--- src/rtl/hazard_unit.sv ---
// hazard_unit
//   Hazard controller for the 5-stage MIPS pipeline (IF/ID/EX/MEM/WB).
//   It keeps a shadow copy of destination-register info for the EX, MEM and
//   WB slots, and from that drives the stall, flush, freeze and EX-stage
//   forwarding selects. It is the only source of stall for PC and IF/ID.
//
//   Optional feature macro: HAZARD_PERF_EN adds saturating performance
//   counters stall_cnt / flush_cnt / freeze_cnt (CNT_W bits each).
//
// Ports
//   clk, reset        clock, asynchronous active-high reset
//   id_*              decoded info of the instruction currently in ID
//   ex_pcsrc          branch resolved taken in EX
//   mem_busy          data memory not ready (freezes the whole pipeline)
//   stall             hold PC and IF/ID
//   freeze            hold every pipeline register
//   if_id_flush       clear IF/ID at the next edge
//   id_ex_flush       load a bubble into ID/EX at the next edge
//   fwd_a, fwd_b      EX operand source: 00 regfile, 01 WB, 10 MEM aluout
module hazard_unit #(
  parameter int RA_W  = 5
`ifdef HAZARD_PERF_EN
  , parameter int CNT_W = 32
`endif
) (
  input  logic            clk,
  input  logic            reset,
  input  logic [RA_W-1:0] id_rs,
  input  logic [RA_W-1:0] id_rt,
  input  logic            id_use_rs,
  input  logic            id_use_rt,
  input  logic            id_regwrite,
  input  logic            id_memtoreg,
  input  logic [RA_W-1:0] id_writereg,
  input  logic            id_jump,
  input  logic            ex_pcsrc,
  input  logic            mem_busy,
  output logic            stall,
  output logic            freeze,
  output logic            if_id_flush,
  output logic            id_ex_flush,
  output logic [1:0]      fwd_a,
  output logic [1:0]      fwd_b
`ifdef HAZARD_PERF_EN
  , output logic [CNT_W-1:0] stall_cnt
  , output logic [CNT_W-1:0] flush_cnt
  , output logic [CNT_W-1:0] freeze_cnt
`endif
);

  typedef struct packed {
    logic            valid;
    logic [RA_W-1:0] rs;
    logic [RA_W-1:0] rt;
    logic            regwrite;
    logic            memtoreg;
    logic [RA_W-1:0] dst;
  } ex_slot_t;

  typedef struct packed {
    logic            valid;
    logic            regwrite;
    logic            memtoreg;
    logic [RA_W-1:0] dst;
  } wr_slot_t;

  ex_slot_t ex_q, ex_d;
  wr_slot_t mem_q, mem_d, wb_q, wb_d;

  logic ex_live, mem_live, wb_live, load_use;

  // Operand source select. A load sitting in MEM has no data yet, so it is
  // skipped and the value is picked up from WB one cycle later instead.
  function automatic logic [1:0] fwd_sel(input logic [RA_W-1:0] src,
                                         input logic mem_ok, input wr_slot_t m,
                                         input logic wb_ok,  input wr_slot_t w);
    logic [1:0] sel;
    sel = 2'b00;
    if (mem_ok && !m.memtoreg && m.dst == src)
      sel = 2'b10;
    else if (wb_ok && w.dst == src)
      sel = 2'b01;
    return sel;
  endfunction

  always_comb begin
    ex_live  = ex_q.valid  && ex_q.regwrite  && (ex_q.dst  != '0);
    mem_live = mem_q.valid && mem_q.regwrite && (mem_q.dst != '0);
    wb_live  = wb_q.valid  && wb_q.regwrite  && (wb_q.dst  != '0);

    load_use = ex_live && ex_q.memtoreg &&
               ((id_use_rs && id_rs == ex_q.dst) ||
                (id_use_rt && id_rt == ex_q.dst));

    freeze = mem_busy;
    // A taken branch makes the ID instruction wrong-path, so it wins over the
    // load-use stall. Nothing moves while frozen, so no control is issued.
    stall       = !reset && !freeze && load_use && !ex_pcsrc;
    if_id_flush = !reset && !freeze && (ex_pcsrc || (id_jump && !load_use));
    id_ex_flush = !reset && !freeze && (ex_pcsrc || load_use);

    // dst is never $0 for a live writer, so $0 sources fall through to 00.
    fwd_a = fwd_sel(ex_q.rs, mem_live, mem_q, wb_live, wb_q);
    fwd_b = fwd_sel(ex_q.rt, mem_live, mem_q, wb_live, wb_q);
  end

  always_comb begin
    ex_d  = ex_q;
    mem_d = mem_q;
    wb_d  = wb_q;
    if (!freeze) begin
      wb_d  = mem_q;
      mem_d = '{valid: ex_q.valid, regwrite: ex_q.regwrite,
                memtoreg: ex_q.memtoreg, dst: ex_q.dst};
      if (id_ex_flush)
        ex_d = '0;
      else
        ex_d = '{valid: 1'b1, rs: id_rs, rt: id_rt, regwrite: id_regwrite,
                 memtoreg: id_memtoreg, dst: id_writereg};
    end
  end

  always_ff @(posedge clk or posedge reset) begin
    if (reset) begin
      ex_q  <= '0;
      mem_q <= '0;
      wb_q  <= '0;
    end else begin
      ex_q  <= ex_d;
      mem_q <= mem_d;
      wb_q  <= wb_d;
    end
  end

`ifdef HAZARD_PERF_EN
  logic [CNT_W-1:0] stall_cnt_q, stall_cnt_d;
  logic [CNT_W-1:0] flush_cnt_q, flush_cnt_d;
  logic [CNT_W-1:0] freeze_cnt_q, freeze_cnt_d;

  // stall/flush are already gated by freeze, so no extra freeze term needed.
  always_comb begin
    stall_cnt_d  = stall_cnt_q;
    flush_cnt_d  = flush_cnt_q;
    freeze_cnt_d = freeze_cnt_q;
    if (stall && stall_cnt_q != '1)
      stall_cnt_d = stall_cnt_q + 1'b1;
    if ((if_id_flush || id_ex_flush) && flush_cnt_q != '1)
      flush_cnt_d = flush_cnt_q + 1'b1;
    if (freeze && freeze_cnt_q != '1)
      freeze_cnt_d = freeze_cnt_q + 1'b1;
  end

  always_ff @(posedge clk or posedge reset) begin
    if (reset) begin
      stall_cnt_q  <= '0;
      flush_cnt_q  <= '0;
      freeze_cnt_q <= '0;
    end else begin
      stall_cnt_q  <= stall_cnt_d;
      flush_cnt_q  <= flush_cnt_d;
      freeze_cnt_q <= freeze_cnt_d;
    end
  end

  assign stall_cnt  = stall_cnt_q;
  assign flush_cnt  = flush_cnt_q;
  assign freeze_cnt = freeze_cnt_q;
`endif

endmodule

--- config.mk ---
export PLATFORM = sky130hd
export DESIGN_NAME = hazard_unit
export DESIGN_NICKNAME = d
export VERILOG_FILES = /design/src/rtl/hazard_unit.sv
export SDC_FILE = /design/constraint.sdc
export NUM_CORES = 1
export LEC_CHECK = 0
export CAP_MARGIN = 20
export CORE_MARGIN = 1
export CORE_UTILIZATION = 45
export CTS_CLUSTER_SIZE = 14
export DETAILED_ROUTE_END_ITERATION = 7
export GPL_TIMING_DRIVEN = 0
export MAX_ROUTING_LAYER = met4
export PLACE_DENSITY = 0.71
export SYNTH_ARGS = -nofsm -noshare
export SYNTH_HDL_FRONTEND = slang
export SYNTH_SLANG_ARGS = --single-unit
--- constraint.sdc ---
create_clock -name clk -period 1.8 [get_ports clk]
set_input_delay 0.36 -clock clk [delete_from_list [all_inputs] [get_ports clk]]
set_output_delay 0.36 -clock clk [all_outputs]
set_load 0.02 [all_outputs]
==> reports/results.ini <==
[critical_path]
crit_family = simple AND/OR/NAND/NOR gates
crit_buf_inv = 2
crit_chain = or4_4 -> o2111ai_4 -> buf_6 -> nor3_4 -> a22o_4 -> buf_6
critPathCaptureType = output pin
rrSetupSlack_ps = -100
timing.rr.start = ex_q[1]
crit_slowest_cell = or4_4
regToRegEndpoint = ex_q[7]
required_ps = 1440
ff2ff_path_depth = 7
path_common_cell = buf_6
crit_arrival_ps = 2010
path_class = reg -> out
worst-path-max-fanout = 3
cpPeakStageDelay_ps = 550
start_kind = flop

[sta]
relSlewSlack = 0.4653
tightest_slew_ps = 797.7
fmax_mhz = 422.5
setup_slack_ps = -566.8
finClkSkew_ps = 6.172
hold_viol = 0
grt_setup_unrepaired = yes
slew_violations = 0
setup_viol = 15
period_share = 1.315
post-route-min-period_ps = 2367

[pwr]
power_density_nw_per_um2 = 860.8
swShare = 0.3293
p_seq_frac = 0.427
pwr-share-clk = 0.231
vdd_drop_max_v = 0.0004270
power.switching_uw = 800.1
leakagePower_nw = 1.158
cell_internal_pwr_mw = 1.630
share_comb_of_total_power = 0.342

[final_layout]
mostFrequentLayoutCells = dfrtp_1, nor3b_1, a222oi_1, buf_4
antenna_cells = 0
area_delta_synth_final_pct = 37.23
final_common_cell = dfrtp_1
final_util = 0.6438
drive_gt1_frac = 0.3609
final_nets = 254
stdcell_count = 282

[status]
outcome = finished, violations left
violations = setup timing

[grt]
use_met3 = 0.05087
use_met2 = 0.4283
gr-usage-all-layers = 0.2472
antenna_found_initial = 0
grt_max_degree = 18
grt_busiest_layer = met2
grt-ovfl-total = 0
grt_pass1_vias = 1832
grtUsageMet1 = 0.2879
grt_first_pass_wirelength_um = 9094

[worst_hold_path]
min_to = ex_q[11]
worst_hold_path_type = in -> reg
hp-start = mem_busy
whs_path_depth = 3

[synth]
synth.distinct_cells = 31
synth_cells = 178
synth_seq_area_share = 0.4015
async_flop_share = 1.000
synth_edf_count = 0
yosys_warnings = 0
synth-main-ff-cell = dfrtp_1
syn_area_per_cell_um2 = 11.56
synth_area_um2 = 2057
synth_fp_nets = 202
ys_ff_latch = 33

[detailed_routing]
detail_route.wirelength_um = 5603
num_vias = 1781
dr.pass1.iters = 5
routed_via_density = 6.316
route.detailed.drc = 0
drt.antenna.violating_nets = 0
wl_per_cell_um = 19.87
drtIter0Drc = 152

[place]
io_buffers = 30
dp_slack_ps = -1119
dp_hpwl_um = 3870
place_inst = 260
place.gp.congestion = 0.8467

[clocking]
cts_max_path_buffers = 2
clk_latency_ps = 280
cts_root_buffer = clkbuf_8
cts_buffers = 5
clock-sinks = 33
clk_pin_slew_ps = 70
htreeDepth = 2
cts_tree = done

[die]
die_y_um = 69.61
dieArea_um2 = 4846
core_region_area_um2 = 4384
die_x_um = 69.61
rows = 24
ioPinCount = 32
initial_core_util = 0.4692

[run]
maxCapViolations = 0

==> flip-flops by register name, summed over array words and instances, names as in the netlist <==
name	flops
mem_q	8
ex_q	18
wb_q	7
==> how the worst max path moves through the flow <==
stage               cells after the start           to  startpoint  slack, ps
global route                            6  id_ex_flush     ex_q[1]       -610
detailed placement                      6      ex_q[3]       reset      -1120
floorplan                               4     fwd_a[0]    mem_q[0]       -210
finish                                  6  id_ex_flush     ex_q[1]       -570
global placement                        6      ex_q[2]       reset      -1050
CTS                                     6  id_ex_flush     ex_q[2]       -610
==> synth_stat cells (2+ instances only) <==
cell,number,share of area
a21oi_1,2,0.0049
nor3b_1,17,0.062
o21ai_0,2,0.0049
dfrtp_1,33,0.40
xnor2_1,16,0.068
nor2_1,2,0.0037
xor2_1,14,0.060
buf_2,2,0.0049
nand3_1,2,0.0049
a21bo_1,12,0.058
nor3_1,3,0.0073
clkbuf_1,4,0.0073
o2111ai_1,2,0.0085
or4_1,3,0.011
a21bo_2,5,0.024
o2111ai_2,2,0.015
nor4_1,4,0.012
clkbuf_8,2,0.013
inv_1,3,0.0055
a222oi_1,17,0.083
buf_6,4,0.022
nand4_1,2,0.0061
mux2_2,15,0.082
nand2_1,3,0.0055
==> cell type report <==
type / count / area (um2)
Multi-Input combinational cell: 128 / 1287
Timing Repair Buffer: 45 / 425.4
Clock buffer: 7 / 86.33
Timing Repair inverter: 1 / 5.005
Sequential cell: 33 / 830.8
Fill cell: 339 / 1562
Tap cell: 52 / 65.06
Buffer: 13 / 107.6
Inverter: 3 / 15.01
==> worst min-delay path: stages <==
cell	delay [ps]
buf_6	110
nor3b_1	70
a21bo_1	180
==> metrics by stage <==
stage	setup TNS (ps)	instance area, um2	hold slack, ps	total power, mW
6_report	-3641	2823	472.0	2.430
5_1_grt	-4783	2823	476.4	2.550
4_1_cts	-3657	2754	465.3	2.397
3_5_place_dp	-22630	2507	511.7	1.715
3_3_place_gp	-21540	2507	496.6	1.687
2_1_floorplan	-815.9	2142	302.7	1.506
==> repair_timing <==
action / in CTS / in global routing
cloned: 1 / 1
pin swaps: 13 / 9
buffers inserted: 13 / 4
setup endpoints to repair: 24 / 24
hold buffers: 0 / 0
gates resized for setup: 63 / 10
==> per-layer routing <==
metal	up-vias	wire length, um
li1	795	-
met1	897	2287
met2	76	2872
met3	13	306
met4	0	136
met5	-	0
==> cell families (layout without fill, tap and decap cells) <==
kind of cell	count (synthesis)	after routing	share of synthesized area
multiplexers	15	15	0.08212
XOR/XNOR	30	30	0.1277
flip-flops	33	33	0.4015
AND/OR/NAND/NOR	38	38	0.1198
buffers and inverters	17	69	0.05839
AO/OA/AOI/OAI	45	45	0.2105
==> power groups by stage <==
stage,clock network [mW],logic [mW],registers [mW]
6_report,0.562,0.830,1.04
3_5_place_dp,0,0.655,1.06
2_1_floorplan,0,0.505,1.00
4_1_cts,0.574,0.791,1.03
5_1_grt,0.606,0.889,1.05
3_3_place_gp,0,0.632,1.05
Note: power is estimated with default switching activity, not from simulation.
